===== config.mk =====
export PLATFORM = sky130hd
export DESIGN_NAME = hilo_ctrl
export DESIGN_NICKNAME = d
export VERILOG_FILES = /design/src/rtl/hilo_pkg.sv /design/src/rtl/hilo_regfile.sv /design/src/rtl/hilo_ctrl.sv
export SDC_FILE = /design/constraint.sdc
export NUM_CORES = 1
export LEC_CHECK = 0
export CAP_MARGIN = 20
export CORE_ASPECT_RATIO = 1.25
export CORE_MARGIN = 5
export CORE_UTILIZATION = 43
export CTS_BUF_LIST = sky130_fd_sc_hd__clkbuf_4
export CTS_CLUSTER_SIZE = 16
export DETAILED_ROUTE_END_ITERATION = 8
export GPL_TIMING_DRIVEN = 1
export PLACE_DENSITY_LB_ADDON = 0.08
export RECOVER_POWER = 25
export SKIP_CTS_REPAIR_TIMING = 1
export SLEW_MARGIN = 0
export SYNTH_ARGS = -nofsm -noshare
export SYNTH_HDL_FRONTEND = slang
export SYNTH_HIERARCHICAL = 1
export SYNTH_SLANG_ARGS = --single-unit

===== constraint.sdc =====
create_clock -name clk -period 1.93 [get_ports clk]
set_input_delay 0.2895 -clock clk [delete_from_list [all_inputs] [get_ports clk]]
set_output_delay 0.2895 -clock clk [all_outputs]
set_load 0.1 [all_outputs]

===== src/rtl/hilo_pkg.sv =====
// hilo_pkg: op/state encodings and timeout default for the HI/LO controller.
// HILO_MADD_EN makes op 7 (MADD) a multiply-accumulate.
package hilo_pkg;
   typedef enum logic [2:0] {
      HILO_OP_NOP   = 3'd0,
      HILO_OP_MULT  = 3'd1,
      HILO_OP_MULTU = 3'd2,
      HILO_OP_MTHI  = 3'd3,
      HILO_OP_MTLO  = 3'd4,
      HILO_OP_MFHI  = 3'd5,
      HILO_OP_MFLO  = 3'd6,
      HILO_OP_MADD  = 3'd7
   } hilo_op_e;

   typedef enum logic [1:0] {ST_IDLE, ST_LAUNCH, ST_WAIT, ST_WRITE} hilo_state_e;

   localparam int MUL_TIMEOUT_DEF = 8;

   function automatic logic is_mul_op(input logic [2:0] op);
`ifdef HILO_MADD_EN
      return op == HILO_OP_MULT || op == HILO_OP_MULTU || op == HILO_OP_MADD;
`else
      return op == HILO_OP_MULT || op == HILO_OP_MULTU;
`endif
   endfunction
endpackage


===== src/rtl/hilo_regfile.sv =====
// hilo_regfile: architectural HI/LO registers with an MT write port and a 64-bit product port.
// HILO_MADD_EN adds the accumulate adder on the product port.
module hilo_regfile (
   input  logic        clk,
   input  logic        resetn,
   input  logic        mt_hi_we,
   input  logic        mt_lo_we,
   input  logic [31:0] mt_data,
   input  logic        wr_en,
   input  logic        acc,
   input  logic [63:0] wr_data,
   output logic [31:0] hi,
   output logic [31:0] lo
);
   logic [63:0] wr_val;
`ifdef HILO_MADD_EN
   assign wr_val = acc ? {hi, lo} + wr_data : wr_data;
`else
   logic unused_acc;
   assign unused_acc = acc;
   assign wr_val = wr_data;
`endif
   always_ff @(posedge clk or negedge resetn)
      if (!resetn) begin
         hi <= '0;
         lo <= '0;
      end else if (wr_en) begin
         {hi, lo} <= wr_val;
      end else begin
         if (mt_hi_we) hi <= mt_data;
         if (mt_lo_we) lo <= mt_data;
      end
endmodule


===== src/rtl/hilo_ctrl.sv =====
// hilo_ctrl: EX-stage HI/LO controller driving the multi-cycle multiplier.
// HILO_MADD_EN enables MADD (op 7) with accumulate into {hi,lo}.
module hilo_ctrl
   import hilo_pkg::*;
#(
   parameter int MUL_TIMEOUT = MUL_TIMEOUT_DEF
) (
   input  logic        clk,
   input  logic        resetn,
   input  logic        ex_valid,
   input  logic [2:0]  ex_op,
   input  logic [31:0] ex_src_a,
   input  logic [31:0] ex_src_b,
   input  logic        ex_flush,
   output logic        ex_stall,
   output logic [31:0] rd_data,
   output logic        mul_en,
   output logic        mul_signed,
   output logic [31:0] mul_x,
   output logic [31:0] mul_y,
   input  logic        mul_complete,
   input  logic [63:0] mul_result,
   output logic [31:0] hi,
   output logic [31:0] lo,
   output logic        mul_err
);
   localparam int CW = $clog2(MUL_TIMEOUT + 1);

   hilo_state_e state_q, state_d;
   logic [CW-1:0] cnt_q;
   logic [63:0] prod_q;
   logic cancel_q, retire_q, acc_q;
   logic idle, start, timeout, cancel_now, wr_en, mt_hi_we, mt_lo_we;

   assign idle       = state_q == ST_IDLE;
   // retire_q blocks relaunching the multiply that is still held in EX on its retire cycle
   assign start      = idle && ex_valid && !ex_flush && !retire_q && is_mul_op(ex_op);
   assign timeout    = state_q == ST_WAIT && !mul_complete && cnt_q == CW'(MUL_TIMEOUT - 1);
   assign cancel_now = cancel_q || ex_flush;

   always_ff @(posedge clk or negedge resetn)
      if (!resetn) state_q <= ST_IDLE;
      else         state_q <= state_d;

   always_comb
      state_d = idle                    ? (start ? ST_LAUNCH : ST_IDLE) :
                state_q == ST_LAUNCH    ? ST_WAIT :
                state_q == ST_WAIT      ? (mul_complete ? ST_WRITE : timeout ? ST_IDLE : ST_WAIT) :
                                          ST_IDLE;

   always_comb begin
      ex_stall = start || !idle;
      mul_en   = state_q == ST_LAUNCH;
      rd_data  = ex_op == HILO_OP_MFLO ? lo : hi;
      wr_en    = state_q == ST_WRITE && !cancel_now;
      mt_hi_we = idle && ex_valid && !ex_flush && ex_op == HILO_OP_MTHI;
      mt_lo_we = idle && ex_valid && !ex_flush && ex_op == HILO_OP_MTLO;
   end

   always_ff @(posedge clk or negedge resetn)
      if (!resetn) begin
         mul_x      <= '0;
         mul_y      <= '0;
         mul_signed <= 1'b0;
         acc_q      <= 1'b0;
         cnt_q      <= '0;
         prod_q     <= '0;
         cancel_q   <= 1'b0;
         retire_q   <= 1'b0;
         mul_err    <= 1'b0;
      end else begin
         if (start) begin
            mul_x      <= ex_src_a;
            mul_y      <= ex_src_b;
            mul_signed <= ex_op != HILO_OP_MULTU;
            acc_q      <= ex_op == HILO_OP_MADD;
         end
         cnt_q    <= state_q == ST_LAUNCH ? '0 : state_q == ST_WAIT ? cnt_q + 1'b1 : cnt_q;
         if (state_q == ST_WAIT && mul_complete) prod_q <= mul_result;
         cancel_q <= state_d == ST_IDLE ? 1'b0 : (!idle && ex_flush) ? 1'b1 : cancel_q;
         retire_q <= !idle && state_d == ST_IDLE && !cancel_now;
         if (timeout) mul_err <= 1'b1;
      end

   hilo_regfile u_regfile (
      .clk      (clk),
      .resetn   (resetn),
      .mt_hi_we (mt_hi_we),
      .mt_lo_we (mt_lo_we),
      .mt_data  (ex_src_a),
      .wr_en    (wr_en),
      .acc      (acc_q),
      .wr_data  (prod_q),
      .hi       (hi),
      .lo       (lo)
   );
endmodule


After elaboration in Yosys (flattened, before gate mapping)
Index checks and enable logic that the tools add are counted.
- $add $sub $neg: 1
- equal/unequal tests: 10
- mux-type cells: 15
- reduce and logical (&&, ||, !) cells: 27
- operators by type and width (cell ; count):
    $mux W32 ; 5
    $logic_and A1 B1 Y1 ; 13
    $mux W2 ; 5
    $mux W4 ; 2
    $reduce_bool A2 Y1 ; 4
    $eq A3 B2 Y1 const B ; 2
    $eq A3 B3 Y1 const B ; 2
    $logic_not A1 Y1 ; 5
    $add A4 B1 Y4 const B ; 1
    $eq A2 B2 Y1 const B ; 2
    $eq A4 B3 Y1 const B ; 1
    $logic_not A2 Y1 ; 2
    $eq A3 B1 Y1 const B ; 1
    $logic_or A1 B1 Y1 ; 3
    $mux W1 ; 3
    $ne A3 B2 Y1 const B ; 1
    $eq A2 B1 Y1 const B ; 1
- register bits: 202
- logic and storage cells: 64

Longest topological paths before layout
- depth in word-level cells: 11
- mapped depth: 8
- gate-level depth less buffers: 6

Modules after synthesis
The synthesis kept the hierarchy.
- modules (own cells, without submodules) (module ; times used ; cells an instance ; area an instance (µm²) ; seq. area each (µm²)):
    hilo_ctrl ; 1 ; 363 ; 5815.6 ; 3478.3
    hilo_regfile ; 1 ; 278 ; 3015.4 ; 1601.5

Worst setup path before layout
No wires, ideal clock.
- path type: reg2out
- from: register state_q[0]
- to: output port ex_stall
- data arrival time: 2.206 ns
- data required time: 1.640 ns
- path slack: -0.565 ns
- stages on the path, launching flop included: 7
- path buffers: 1
- cell sequence: dfrtp_1 -> inv_1 -> ha_1 -> nand3b_4 -> nor4_4 -> buf_6 -> or2b_1
- cells in the longest elaborated chain, start to end: 6
- elaborated cells between the ends (all ways): 7
- RTL lines (what ; line ; RTL):
    start, declared ; hilo_ctrl.sv:29 ; hilo_state_e state_q, state_d;
    start signal, assigned ; hilo_ctrl.sv:43 ; else state_q <= state_d;
    $logic_not A2 Y1 (*) ; hilo_ctrl.sv:35 ; assign idle = state_q == ST_IDLE;
    $logic_and A1 B1 Y1 (4 in series) ; hilo_ctrl.sv:37 ; assign start = idle && ex_valid && !ex_flush && !retire_q && is_mul_op(ex_op);
    $logic_or A1 B1 Y1 (*) ; hilo_ctrl.sv:52 ; ex_stall = start || !idle;
    end, declared ; hilo_ctrl.sv:15 ; output logic ex_stall,
Every way passes the cells marked *; elsewhere a longest branch is shown, timed or not.

Final worst setup path
- from: register state_q[1]
- to: output port ex_stall
Same word-level chain as after synthesis.

==> flow_summary.toml <==
[critical_path]
rr_worst_depth = 9
cp_slowest_cell = "dfrtp_1"
startpoint_type = "flop"
worstPathRequired_ns = 1.64
crit_path_max_fanout = 3
timing.rr.end = "u_regfile/lo[1]$_DFFE_PN0P_"
path_class = "flop to output pin"
slowest_delay_ns = 0.39
cp-end-kind = "output pin"
rrSetupSlack_ns = -0.03
path_cells = "inv_2 > ha_4 > nand3b_4 > nor4_4 > or2b_4 > buf_12"
critPathArrivalTime_ns = 1.99
reg2reg_from = "state_q[1]$_DFF_PN0_"

[global_route]
grt_pass1_vias = 7027
grt_overflow = 0
grt_pass1_wl_um = 37300
track_usage_pct = 20.3
grt_max_degree = 55
antenna_found_initial = 3

[status]
run_status = "finished with violations"
violations = "setup timing"

[final_layout]
final_cell_mix = "dfrtp_1, buf_4, mux2_2"
layout.cells.non_filler = 1307
final_common_cell = "dfrtp_1"
final_layout_size_suffix_gt1_share_pct = 45.9
syn2layout_area_growth_pct = 49.7
design_area_sq_um = 13200
nets = 1144
fillers = 1589

[route]
wl_per_cell_um = 19.1
wl_um = 24900
route.detailed.drc = 0
ant_nets = 0
via_count = 6499
drt_iter0_drc = 208
drtPass1Iterations = 4
vias_per_cell = 4.97

[pwr]
leakage_nw = 5.83
p_total_w = 0.0227
power.density_nw_per_um2 = 1720
vdd_drop_max_mv = 1.07

[floorplanning]
start_util_pct = 43.6
die_area_sq_um = 23400
top_level_ports = 300
die_w_um = 138
placementRows = 58
core_region_area_sq_um = 20200
die-height_um = 170

[min_path]
whs_endpoint = "mul_signed$_DFFE_PN0P_"
min_path_type = "primary input to flop"
holdCritStartpoint = "ex_op[0]"
whs_path_depth = 4

[sta]
setup_viol_count_final = 16
max_freq_mhz = 438
relSlewSlack_pct = 7.74
min_period_over_period_pct = 118
whs_ns = 0.146
slew_viol_final = 0
finalHoldViolCount = 0
finalClockSkew_ns = 0.0206
setup_ws_ns = -0.351
tightest_slew_ns = 1.38
fin_crit_ns = 2.28
grt_setup_unrepaired = "yes"

[placed_design]
post-dp-hpwl_um = 18100
place.gp.congestion = 0.775
placed_cells = 1211
place_area_sq_um = 12400
port_buffers = 299

[yosys]
syn-instance-count = 639
synth_area_per_cell_sq_um = 13.8
ys_warn_count = 6
synth_fp_nets = 780
syn-cell-area_sq_um = 8800

[clock_tree]
clk_pin_slew_ns = 0.07
cts_num_sinks = 202
cts_max_level = 2
worstSkewPairLatency_ns = 0.62
cts_tree = "done"
clockRootBuffer = "clkbuf_4"
clk_path_buf_depth = 3
cts_buffers = 52

[run]
maxCapViolations = 0
[stage by stage]
| stage | setup WS, ns | utilization [%] | TNS (ns) |
|---|---|---|---|
| 3_5_place_dp | -0.227 | 61.3 | -22.60 |
| 6_report | -0.351 | 65.3 | -0.541 |
| 5_1_grt | -0.498 | 65.3 | -7.92 |
| 3_3_place_gp | -0.156 | 61.3 | -16.48 |
| 2_1_floorplan | -0.136 | - | -0.275 |
| 4_1_cts | -0.458 | 64.4 | -4.96 |
[state kept, by name, indices dropped and copies added, names as in the netlist]
| name | flops |
|---|---|
| cnt_q | 4 |
| cancel_q | 1 |
| mul_y | 32 |
| state_q | 2 |
| prod_q | 64 |
| mul_x | 32 |
| mul_signed | 1 |
| u_regfile/lo | 32 |
| mul_err | 1 |
| u_regfile/hi | 32 |
| retire_q | 1 |
[per-layer routing]
layer	GRT usage [%]	vias up	wire, um
li1	-	3017	-
met3	5.71	46	1760
met4	7.74	0	698
met5	0	-	0
met2	35.1	240	13000
met1	23.7	3196	9430
[critical path, delay by kind of cell, from the launching register on]
family,cells,cell delay [ns]
DFF,1,0.39
adders and majority gates,1,0.16
buffers and inverters,2,0.25
and+or+nand+nor,3,0.58
[final cells by class]
type | instances | area (sq um) | area share [%]
Sequential cell | 202 | 5050 | 38.4
Multi-Input combinational cell | 392 | 3450 | 26.2
Inverter | 6 | 22.5 | 0.171
Clock inverter | 2 | 7.51 | 0.0570
Clock buffer | 82 | 616 | 4.67
Tap cell | 270 | 338 | 2.57
Antenna cell | 4 | 10.0 | 0.0760
Timing Repair Buffer | 349 | 3670 | 27.9
[how the worst max path moves through the flow]
stage / startpoint / endpoint / slack, ns / cells after the start
6_report: state_q[1]$_DFF_PN0_ / ex_stall / -0.35 / 6
5_1_grt: state_q[1]$_DFF_PN0_ / ex_stall / -0.50 / 6
4_1_cts: state_q[0]$_DFF_PN0_ / ex_stall / -0.46 / 6
3_5_place_dp: ex_valid / u_regfile/lo[1]$_DFFE_PN0P_ / -0.23 / 8
3_3_place_gp: ex_valid / u_regfile/lo[9]$_DFFE_PN0P_ / -0.16 / 8
2_1_floorplan: state_q[1]$_DFF_PN0_ / ex_stall / -0.14 / 6
[where the power goes]
group          switching, W  total (W)  internal (W)
logic               0.00926     0.0127       0.00340
clock network       0.00160    0.00349       0.00189
registers          0.000916    0.00653       0.00561
total                0.0118     0.0227        0.0109
No activity file was read; power rests on OpenSTA's default activity.
